File: config.mk
export PLATFORM = sky130hd
export DESIGN_NAME = ysyx_25060170_ifu_flat
export DESIGN_NICKNAME = d
export VERILOG_FILES = /design/src/rtl/ysyx_25060170_ifu_if.sv /design/src/rtl/ysyx_25060170_ifu.sv /design/src/flat_wrapper.sv
export SDC_FILE = /design/constraint.sdc
export NUM_CORES = 1
export LEC_CHECK = 0
export BUFFER_PORTS_ARGS = -buffer_cell sky130_fd_sc_hd__buf_4
export CAP_MARGIN = 20
export CELL_PAD_IN_SITES_DETAIL_PLACEMENT = 0
export CELL_PAD_IN_SITES_GLOBAL_PLACEMENT = 1
export CORE_ASPECT_RATIO = 1.1
export CORE_MARGIN = 5
export CORE_UTILIZATION = 30
export DETAILED_ROUTE_END_ITERATION = 16
export PLACE_DENSITY = 0.72
export REMOVE_ABC_BUFFERS = 1
export SLEW_MARGIN = 20
export SYNTH_ARGS = -nofsm -noshare
export SYNTH_HDL_FRONTEND = slang
export SYNTH_SLANG_ARGS = --single-unit
File: constraint.sdc
create_clock -name clk -period 6.65 [get_ports clk]
set_clock_uncertainty 0.2 [all_clocks]
set_input_delay 1.33 -clock clk [delete_from_list [all_inputs] [get_ports clk]]
set_output_delay 1.33 -clock clk [all_outputs]
set_load 0.1 [all_outputs]
File: src/rtl/ysyx_25060170_ifu_if.sv
// Fetch-side bundle of the ysyx_25060170 IFU: instruction-memory request/response,
// the decode handshake and the writeback retire strobe.
interface ysyx_25060170_ifu_if;
  logic        imem_req_valid;
  logic        imem_req_ready;
  logic [31:0] imem_req_addr;
  logic        imem_rsp_valid;
  logic [31:0] imem_rsp_data;
  logic        imem_rsp_err;
  logic        out_valid;
  logic        out_ready;
  logic [31:0] pc_o;
  logic [31:0] inst_o;
  logic        wb_valid;
  logic        jump_en;
  logic [31:0] dnpc_i;

  modport master (
    output imem_req_valid, imem_req_addr, out_valid, pc_o, inst_o,
    input  imem_req_ready, imem_rsp_valid, imem_rsp_data, imem_rsp_err,
    input  out_ready, wb_valid, jump_en, dnpc_i
  );

  modport slave (
    input  imem_req_valid, imem_req_addr, out_valid, pc_o, inst_o,
    output imem_req_ready, imem_rsp_valid, imem_rsp_data, imem_rsp_err,
    output out_ready, wb_valid, jump_en, dnpc_i
  );
endinterface

File: src/rtl/ysyx_25060170_ifu.sv
// Instruction fetch unit: one instruction in flight, fetched, handed to decode,
// then held until writeback retires it and supplies the next PC.
module ysyx_25060170_ifu #(
  parameter logic [31:0] RESET_PC = 32'h8000_0000
) (
  input  logic                      clk,
  input  logic                      rst,
  ysyx_25060170_ifu_if.master       bus,
  output logic                      fetch_err,
  output logic [31:0]               retired_cnt
);

  typedef enum logic [2:0] {
    IDLE   = 3'd0,
    REQ    = 3'd1,
    WAIT   = 3'd2,
    DECODE = 3'd3,
    EXEC   = 3'd4,
    HALT   = 3'd5
  } state_t;

  state_t      state_q, state_d;
  logic [31:0] pc_q, pc_d;
  logic [31:0] inst_q, inst_d;
  logic        req_valid_q, req_valid_d;
  logic        out_valid_q, out_valid_d;
  logic        fetch_err_q, fetch_err_d;
  logic [31:0] retired_cnt_q, retired_cnt_d;
  logic [31:0] npc;

  // Redirect targets are forced halfword-aligned; bit 1 is left for the fault check.
  assign npc = bus.jump_en ? {bus.dnpc_i[31:1], 1'b0} : pc_q + 32'd4;

  always_comb begin
    state_d       = state_q;
    pc_d          = pc_q;
    inst_d        = inst_q;
    req_valid_d   = req_valid_q;
    out_valid_d   = out_valid_q;
    fetch_err_d   = fetch_err_q;
    retired_cnt_d = retired_cnt_q;
    case (state_q)
      IDLE: begin
        state_d     = REQ;
        req_valid_d = 1'b1;
      end
      REQ: begin
        if (bus.imem_req_ready) begin
          state_d     = WAIT;
          req_valid_d = 1'b0;
        end
      end
      WAIT: begin
        if (bus.imem_rsp_valid) begin
          if (bus.imem_rsp_err) begin
            fetch_err_d = 1'b1;
            state_d     = HALT;
          end else begin
            inst_d      = bus.imem_rsp_data;
            out_valid_d = 1'b1;
            state_d     = DECODE;
          end
        end
      end
      DECODE: begin
        if (bus.out_ready) begin
          out_valid_d = 1'b0;
          state_d     = EXEC;
        end
      end
      EXEC: begin
        if (bus.wb_valid) begin
          pc_d          = npc;
          retired_cnt_d = retired_cnt_q + 32'd1;
          if (npc[1]) begin
            fetch_err_d = 1'b1;
            state_d     = HALT;
          end else begin
            req_valid_d = 1'b1;
            state_d     = REQ;
          end
        end
      end
      HALT: begin
        state_d = HALT;
      end
      default: begin
        req_valid_d = 1'b0;
        out_valid_d = 1'b0;
        state_d     = HALT;
      end
    endcase
  end

  always_ff @(posedge clk or posedge rst) begin
    if (rst) begin
      state_q       <= IDLE;
      pc_q          <= RESET_PC;
      inst_q        <= 32'd0;
      req_valid_q   <= 1'b0;
      out_valid_q   <= 1'b0;
      fetch_err_q   <= 1'b0;
      retired_cnt_q <= 32'd0;
    end else begin
      state_q       <= state_d;
      pc_q          <= pc_d;
      inst_q        <= inst_d;
      req_valid_q   <= req_valid_d;
      out_valid_q   <= out_valid_d;
      fetch_err_q   <= fetch_err_d;
      retired_cnt_q <= retired_cnt_d;
    end
  end

  assign bus.imem_req_valid = req_valid_q;
  assign bus.imem_req_addr  = pc_q;
  assign bus.out_valid      = out_valid_q;
  assign bus.pc_o           = pc_q;
  assign bus.inst_o         = inst_q;
  assign fetch_err          = fetch_err_q;
  assign retired_cnt        = retired_cnt_q;

endmodule

File: src/flat_wrapper.sv
// flat-port wrapper written by rule: the top's interface ports become plain ports
module ysyx_25060170_ifu_flat 
#(
  parameter logic [31:0] RESET_PC = 32'h8000_0000
)
  (clk, rst, fetch_err, retired_cnt, bus_imem_req_valid, bus_imem_req_addr, bus_out_valid, bus_pc_o, bus_inst_o, bus_imem_req_ready, bus_imem_rsp_valid, bus_imem_rsp_data, bus_imem_rsp_err, bus_out_ready, bus_wb_valid, bus_jump_en, bus_dnpc_i);
  ysyx_25060170_ifu_if bus_i ();
  input  logic clk;
  input  logic rst;
  output logic fetch_err;
  output logic [31:0] retired_cnt;
  output wire logic [$bits(bus_i.imem_req_valid)-1:0] bus_imem_req_valid;
  output wire logic [$bits(bus_i.imem_req_addr)-1:0] bus_imem_req_addr;
  output wire logic [$bits(bus_i.out_valid)-1:0] bus_out_valid;
  output wire logic [$bits(bus_i.pc_o)-1:0] bus_pc_o;
  output wire logic [$bits(bus_i.inst_o)-1:0] bus_inst_o;
  input wire logic [$bits(bus_i.imem_req_ready)-1:0] bus_imem_req_ready;
  input wire logic [$bits(bus_i.imem_rsp_valid)-1:0] bus_imem_rsp_valid;
  input wire logic [$bits(bus_i.imem_rsp_data)-1:0] bus_imem_rsp_data;
  input wire logic [$bits(bus_i.imem_rsp_err)-1:0] bus_imem_rsp_err;
  input wire logic [$bits(bus_i.out_ready)-1:0] bus_out_ready;
  input wire logic [$bits(bus_i.wb_valid)-1:0] bus_wb_valid;
  input wire logic [$bits(bus_i.jump_en)-1:0] bus_jump_en;
  input wire logic [$bits(bus_i.dnpc_i)-1:0] bus_dnpc_i;
  assign bus_imem_req_valid = bus_i.imem_req_valid;
  assign bus_imem_req_addr = bus_i.imem_req_addr;
  assign bus_out_valid = bus_i.out_valid;
  assign bus_pc_o = bus_i.pc_o;
  assign bus_inst_o = bus_i.inst_o;
  assign bus_i.imem_req_ready = bus_imem_req_ready;
  assign bus_i.imem_rsp_valid = bus_imem_rsp_valid;
  assign bus_i.imem_rsp_data = bus_imem_rsp_data;
  assign bus_i.imem_rsp_err = bus_imem_rsp_err;
  assign bus_i.out_ready = bus_out_ready;
  assign bus_i.wb_valid = bus_wb_valid;
  assign bus_i.jump_en = bus_jump_en;
  assign bus_i.dnpc_i = bus_dnpc_i;
  ysyx_25060170_ifu #(.RESET_PC(RESET_PC)) u_core (.clk(clk), .rst(rst), .bus(bus_i), .fetch_err(fetch_err), .retired_cnt(retired_cnt));
endmodule
## Word-level counts from Yosys, hierarchy flattened

Cells that the tools add are included.

| word-level totals | value |
|---|---|
| flip-flop bits (word level) | 102 |
| input bits | 72 |

| operators by class | value |
|---|---|
| add/sub/neg operators | 2 |
| equality and inequality tests | 13 |
| muxes and demuxes | 21 |
| bitwise operators | 3 |
| reduce and logical (&&, ||, !) cells | 10 |

Operator list:

| operator | count |
|---|---|
| $add A32 B1 Y32 const B | 1 |
| $add A32 B3 Y32 const B | 1 |
| $mux W32 | 1 |
| $mux W3 | 6 |
| $pmux W3 S5 | 1 |
| $ne A2 B2 Y1 const B | 7 |
| $reduce_and A4 Y1 | 3 |
| $mux W1 | 10 |
| $eq A3 B2 Y1 const B | 2 |
| $eq A3 B3 Y1 const B | 2 |
| $reduce_and A5 Y1 | 1 |
| $pmux W1 S4 | 1 |
| $reduce_or A4 Y1 | 1 |
| $eq A3 B1 Y1 const B | 1 |
| $logic_not A3 Y1 | 1 |
| $not A1 Y1 | 3 |
| $pmux W1 S3 | 1 |
| $reduce_and A3 Y1 | 1 |
| $reduce_or A3 Y1 | 1 |
| $ne A2 B1 Y1 const B | 1 |
| $pmux W1 S2 | 1 |
| $reduce_and A2 Y1 | 1 |
| $reduce_bool A2 Y1 | 1 |

## Longest topological paths before layout

Gate-level depths: netlist of run 1.

| depth | value |
|---|---|
| depth after elaboration | 5 |
| mapped depth | 8 |
| mapped depth without buffers | 6 |

## Worst setup path before layout of run 1

No wires, ideal clock.

| timing path | value |
|---|---|
| path kind | reg-to-output |
| start | reg u_core.pc_q[9], in the netlist u_core.bus.imem_req_addr[9] |
| end | out bus_pc_o[9] |
| data arrival time | 1.441 ns |
| required time | 5.120 ns |
| path slack | 3.679 ns |
| stages on the path, launching flop included | 2 |
| path buffers | 1 |
| cell sequence | dfrtp_1 buf_4 |

RTL lines:

| what | line | RTL |
|---|---|---|
| start, declared | ysyx_25060170_ifu.sv:23 | `logic [31:0] pc_q, pc_d;` |
| start signal, assigned | ysyx_25060170_ifu.sv:106 | `pc_q <= pc_d;` |
| end, declared | flat_wrapper.sv:15 | `output wire logic [$bits(bus_i.pc_o)-1:0] bus_pc_o;` |

No word-level cell between the ends.

## Worst setup path in the final report of run 1

| timing path | value |
|---|---|
| start | in bus_jump_en |
| end | reg u_core.pc_q[19], in the netlist u_core.bus.imem_req_addr[19] |

| between the ends | value |
|---|---|
| word-level cells in the longest chain between the ends | 1 |

Ends and longest elaborated chain:

| what | line | RTL |
|---|---|---|
| start, declared | flat_wrapper.sv:23 | `input wire logic [$bits(bus_i.jump_en)-1:0] bus_jump_en;` |
| $mux W32 | ysyx_25060170_ifu.sv:32 | `assign npc = bus.jump_en ? {bus.dnpc_i[31:1], 1'b0} : pc_q + 32'd4;` |

Every way passes these cells.
A chain may end at the register's enable or synchronous reset.

==> out/qor.csv, run 1 <==
stage,metric,value,unit
sta,final_hold_viol_count,0,
floorplanning,fp.dieW,137,µm
finish,final_cell_mix,"buf_4 (203), dfrtp_1 (100), nand2_1 (40)",
logic_synthesis,netlist_area,5290,µm²
finish,fill_cells,1783,
place,port_buffers,199,
worst_setup_path,rr_worst_depth,6,
cts,cts_max_level,3,
power,p_sw,0.000306,W
power,vdd_drop_max,0.0969,mV
logic_synthesis,synth_cell_types,56,
floorplanning,coreArea,17500,µm²
power,intPower,0.000912,W
finish,final_cell_area,7070,µm²
hold_path,holdPathStages,1,
finish,antenna_cells,0,
drt,vias,4666,
logic_synthesis,synthCells,528,
floorplanning,die_y,149,µm
sta,worstMarginPinSlew,0.808,ns
drt,post-route-drc-count,0,
hold_path,hold_class,flip-flop to flip-flop,
global_routing,grt_usage,14.7,%
sta,relSlewSlack,45.7,%
worst_setup_path,path_class,primary input to flip-flop,
drt,first_pass_iters,4,
logic_synthesis,synth-edff-count,0,
cts,cts.sinks,101,
sta,max_freq,325,MHz
finish,multi_input_area,2370,µm²
worst_setup_path,slowest_delay,0.54,ns
worst_setup_path,worstPathBufferInverterCount,2,
floorplanning,rows,51,
sta,layout_min_cycle_time,3.08,ns
cts,cts_tree,done,
global_routing,grt_pass1_vias,4484,
power,p_per_area,172,nW/µm²
drt,avgViaCountPerCell,5.03,
run_status,outcome,completed,
logic_synthesis,ys.flop_type,dfrtp_1,
sta,layout_setup_ws,3.57,ns
power,power.share.sequential,50.4,%
place,place_area,6780,µm²
power,power_frac_comb,6.2,%
worst_setup_path,crit_chain,buf_4 -> inv_1 -> or3_1 -> o21ai_0 -> a31oi_1 -> o31a_1,
place,gp_congestion,0.798,
power,leakagePower,3.51,nW
drt,drt_iter0_markers,212,
worst_setup_path,crit_cells,6,
sta,setup_viol,0,
finish,drive_gt1_share,39.0,%
logic_synthesis,synthArstFlopShare,100,%
worst_setup_path,cp-start-kind,primary input,
cts,cts_buffer_depth,2,
power,clockPowerShare,43.3,%
place,preCtsSetupSlack,3.19,ns
global_routing,grt_pass1_wl,23800,µm
sta,rsz0062_at_grt,false,
run,drv_cap,0,
finish,seq_area,2530,µm²
drt,wirelength,15300,µm
cts,clkTransAtPathRegs,0.08,ns
worst_setup_path,cp_max_fo,61,
finish,post-route-util,40.3,%
sta,post-route-period-util,46.2,%
drt,wl_per_cell,16.5,µm
cts,cts_setup_buffers,0,
finish,area_growth,33.7,%
cts,clock_tree.root_cell,clkbuf_16,
global_routing,grt_max_degree,62,
logic_synthesis,seq_area_frac_synth,47.8,%
cts,hold_buffers,0,
floorplanning,die_area,20400,µm²
logic_synthesis,ys.warnings.count,0,
cts,cts_buffers,9,
cts,cts-resized-gates,0,
global_routing,antenna_found_initial,0,
power,p_sw_share,25.1,%
drt,postRouteAntennaNets,0,
logic_synthesis,avgSynthCellArea,10.0,µm²
finish,finalNetCount,758,
floorplanning,initial_core_util,30.1,%
floorplanning,ios,203,
finish,mostFrequentLayoutCell,buf_4,
worst_setup_path,cpLargestDelayFamily,buffers and inverters,
worst_setup_path,crit_required,6.69,ns
worst_setup_path,crit_arrival,3.11,ns
cts,clkLatencyLatePin,0.36,ns
place,dp_hpwl,11100,µm
global_routing,overflow,0,
logic_synthesis,ys_seq_elements,101,
worst_setup_path,cp-end-kind,flip-flop,
sta,slew_viol_final,0,
sta,setup_tns,0,ns
worst_setup_path,slowest_stage,inv_1,
[synth_stat cells, types with 2 or more instances]
master	n	area, µm²
clkbuf_1	16	60.1
or4_1	2	15.0
a21oi_1	28	140
dfrtp_1	100	2500
nor4_4	3	63.8
a31o_2	5	43.8
buf_2	7	35.0
o22ai_1	7	43.8
nor2_1	29	109
a211o_1	3	26.3
nand2b_1	2	12.5
and4_1	3	26.3
or3_1	3	18.8
nand2_1	40	150
and2_1	2	12.5
nand4_1	24	150
ha_1	2	25.0
a31oi_1	4	25.0
xnor2_1	25	219
nor4_1	7	43.8
inv_1	14	52.6
or3b_2	2	17.5
nor3_1	7	35.0
o211ai_1	3	22.5
mux2_2	34	383
a22oi_1	6	45.0
buf_4	33	248
nor2b_1	6	37.5
o31a_1	2	17.5
o21ai_0	28	140
o21a_1	3	22.5
buf_1	3	11.3
and3_1	15	93.8
nand3_1	33	165
xor2_1	6	52.6
[path summary, 6_finish.rpt]
path / startpoint / endpoint / slack (ns)
min: u_core.retired_cnt[31] / u_core.retired_cnt[31] / 0.29
min reg2reg: u_core.retired_cnt[31] / u_core.retired_cnt[31] / 0.29
max: bus_jump_en / u_core.bus.imem_req_addr[19] / 3.57
max in group asynchronous: rst / u_core.bus.inst_o[6] / 4.22
max reg2reg: u_core.state_q[2] / u_core.retired_cnt[23] / 4.04
min in group asynchronous: rst / u_core.bus.inst_o[25] / 0.84
[worst register-to-register path: stages, from the launching register on]
cell and delay (ns):
dfrtp_1 0.58, nor4bb_4 0.35, buf_4 0.46, nand3_1 0.28
nor2_1 0.31, nand4_1 0.17, xnor2_1 0.15
[layout make-up]
| cell class | instances | share of cell area, % |
|---|---|---|
| well taps | 238 | 4.21 |
| clock inverters | 7 | 0.938 |
| clock buffers | 9 | 3.19 |
| repair buffers | 203 | 21.6 |
| flip-flops and latches | 101 | 35.8 |
| multi-input cells | 355 | 33.5 |
| inverters | 14 | 0.779 |
[flip-flops by register name, summed over array words and instances (netlist names)]
name / flops
u_core.fetch_err: 1
u_core.bus.out_valid: 1
u_core.bus.imem_req_valid: 1
u_core.state_q: 3
u_core.bus.imem_req_addr: 31
u_core.retired_cnt: 32
u_core.bus.inst_o: 32
[cells by family after synthesis]
group / after synthesis / share of synthesized area (%)
other cells: 1 / 0.0709
xor+xnor: 31 / 5.14
fa+ha+maj: 2 / 0.473
mux: 36 / 7.65
compound gates: 101 / 11.9
flops: 101 / 47.8
simple gates: 183 / 19.2
buf+inv: 73 / 7.69
[power groups by stage]
stage	clock, W	sequential (W)	combinational, W
2_1_floorplan	0	0.000632	0.0000262
3_3_place_gp	0	0.000627	0.0000764
3_5_place_dp	0	0.000627	0.0000777
4_1_cts	0.000549	0.000615	0.0000778
5_1_grt	0.000572	0.000615	0.0000841
6_report	0.000528	0.000615	0.0000760
[routing by layer]
metal	up-vias	global-route usage (%)	share of wire [%]
li1	2181	-	-
met1	2289	19.5	42
met2	181	23.1	48
met3	15	4.28	8.2
met4	0	4.44	1.6
met5	-	0	0
[metrics by stage]
stage               total power [W]  std cells  hold WS [ns]
CTS                         0.00124        927         0.292
finish                      0.00122        927         0.286
global route                0.00127        927         0.321
detailed placement         0.000705        911         0.264
global placement           0.000703        911         0.266
floorplan                  0.000658        470         0.347
No activity file was read; power rests on OpenSTA's default activity.
==> run 2, diff against run 1 <==
PLACE_DENSITY = 0.75   (was 0.72)
clock period = 2.45 ns   (was 6.65 ns; I/O delays follow)
==> run 2 against run 1 <==
Core utilization grew 1.2 points. Sequential share of layout area shrank 1.0 points. Hold slack lost 0.12 ns. Flip-flop and latch count is the same. Final cell count grew 2.0%. Design area grew 3.0%.
==> out/qor.csv, run 2 (synthesis results as in run 1) <==
stage,metric,value,unit,change
run_status,outcome,completed,,unchanged
power,clockPowerShare,45.1,%,was 43.3%
power,p_sw,0.000774,W,was 0.000306 W
drt,wl_per_cell,16.1,µm,was 16.5 µm
sta,rsz0062_at_grt,false,,unchanged
finish,drive_gt1_share,40.5,%,was 39.0%
cts,cts_buffer_depth,2,,unchanged
global_routing,overflow,0,,unchanged
cts,cts_buffers,9,,unchanged
cts,clkTransAtPathRegs,0.07,ns,was 0.08 ns
worst_setup_path,cp-start-kind,flip-flop,,was primary input
cts,clock_tree.root_cell,clkbuf_16,,unchanged
worst_setup_path,rr_worst_depth,5,,was 6
cts,clkLatencyLatePin,0.35,ns,was 0.36 ns
sta,max_freq,449,MHz,
place,dp_hpwl,11600,µm,was 11100 µm
global_routing,grt_max_degree,54,,was 62
power,power_frac_comb,6.3,%,was 6.2%
hold_path,hold_class,primary input to flip-flop,,was flip-flop to flip-flop
finish,finalNetCount,778,,was 758
power,intPower,0.00266,W,was 0.000912 W
worst_setup_path,crit_required,2.48,ns,was 6.69 ns
place,port_buffers,199,,unchanged
worst_setup_path,rrSetupSlack,0.22,ns,was 4.04 ns
run,drv_cap,0,,unchanged
drt,first_pass_iters,6,,was 4
finish,post-route-util,41.5,%,was 40.3%
floorplanning,fp.dieW,137,µm,unchanged
finish,mostFrequentLayoutCell,buf_4,,unchanged
sta,setup_viol,0,,unchanged
floorplanning,die_y,149,µm,unchanged
sta,relSlewSlack,60.4,%,was 45.7%
drt,avgViaCountPerCell,4.96,,was 5.03
floorplanning,coreArea,17500,µm²,unchanged
power,power.share.sequential,48.6,%,was 50.4%
global_routing,grt_pass1_wl,24300,µm,was 23800 µm
cts,cts_max_level,3,,unchanged
floorplanning,die_area,20400,µm²,unchanged
floorplanning,ios,203,,unchanged
global_routing,grt_usage,14.9,%,was 14.7%
place,place_area,6960,µm²,was 6780 µm²
power,vdd_drop_max,0.261,mV,was 0.0969 mV
worst_setup_path,cp-end-kind,flip-flop,,unchanged
place,gp_congestion,0.828,,was 0.798
finish,area_growth,37.7,%,was 33.7%
power,leakagePower,3.63,nW,was 3.51 nW
sta,final_hold_viol_count,0,,unchanged
global_routing,antenna_found_initial,0,,unchanged
drt,wirelength,15300,µm,about the same
finish,final_cell_area,7280,µm²,was 7070 µm²
global_routing,grt_pass1_vias,4741,,was 4484
floorplanning,initial_core_util,30.1,%,unchanged
sta,post-route-period-util,90.8,%,
finish,antenna_cells,0,,unchanged
worst_setup_path,crit_arrival,2.25,ns,was 3.11 ns
cts,cts_setup_buffers,0,,unchanged
drt,post-route-drc-count,0,,unchanged
worst_setup_path,path_class,flip-flop to flip-flop,,was primary input to flip-flop
worst_setup_path,cp_max_fo,5,,was 61
cts,cts_tree,done,,unchanged
power,p_sw_share,22.5,%,was 25.1%
power,power,0.00343,W,was 0.00122 W
drt,postRouteAntennaNets,0,,unchanged
drt,drt_iter0_markers,247,,was 212
sta,layout_min_cycle_time,2.23,ns,
sta,slew_viol_final,0,,unchanged
power,p_per_area,472,nW/µm²,was 172 nW/µm²
finish,final_cell_mix,"buf_4 (219), dfrtp_1 (100), nand2_1 (40)",,"was buf_4 (203), dfrtp_1 (100), nand2_1 (40)"
drt,vias,4691,,was 4666
sta,worstMarginPinSlew,0.588,ns,was 0.808 ns
cts,cts.sinks,101,,unchanged
floorplanning,rows,51,,unchanged
hold_path,holdPathStages,2,,was 1
run 2: area by class of cell:
type                    count  area [µm²]
clock buffers               9         225
inverters                  14        55.1
flip-flops and latches    101        2530
fillers                  1731       10300
well taps                 238         298
clock inverters             6        88.8
multi-input cells         355        2370
repair buffers            223        1710
run 2: critical path: stages, from the launching register on:
cell and delay, ns:
dfrtp_1 0.46, nand4_2 0.15, or4_4 0.59, nor4_4 0.40, nand3_1 0.14, xnor2_1 0.15
run 2: through the flow:
stage	TNS, ns	hold slack [ns]	setup slack (ns)	instances
3_5_place_dp	0	0.263	0.147	930
2_1_floorplan	-220.32	0.347	-2.87	470
5_1_grt	0	0.149	0.0881	946
4_1_cts	0	0.149	0.207	946
6_report	0	0.163	0.225	946
3_3_place_gp	0	0.263	0.182	930
run 2: power by group through the flow:
stage / Combinational (W) / Sequential (W) / Clock, W
2_1_floorplan: 0.0000710 / 0.00171 / 0
3_3_place_gp: 0.000216 / 0.00170 / 0
3_5_place_dp: 0.000220 / 0.00170 / 0
4_1_cts: 0.000221 / 0.00167 / 0.00160
5_1_grt: 0.000240 / 0.00167 / 0.00166
6_report: 0.000216 / 0.00167 / 0.00155
run 2: layer usage:
layer	GRT usage, %	part of all wire (%)	wire (µm)	vias up
li1	-	-	-	2227
met1	18.8	41	6230	2288
met2	24.8	49	7480	157
met3	4.15	8.5	1300	19
met4	4.54	1.6	250	0
met5	0	0	0	-
run 2: what timing repair did:
action / 4_1_cts / 5_1_grt
endpoints found under the hold margin: 25 / 0
gates resized for setup: 0 / 0
hold buffers: 1 / 0
run 2: final timing paths:
check,start,end
max in group asynchronous,rst,u_core.retired_cnt[30]
min in group asynchronous,rst,u_core.bus.inst_o[1]
max reg2reg,u_core.retired_cnt[9],u_core.retired_cnt[28]
max,u_core.retired_cnt[9],u_core.retired_cnt[28]
min,bus_imem_rsp_data[3],u_core.bus.inst_o[3]
min reg2reg,u_core.retired_cnt[31],u_core.retired_cnt[31]
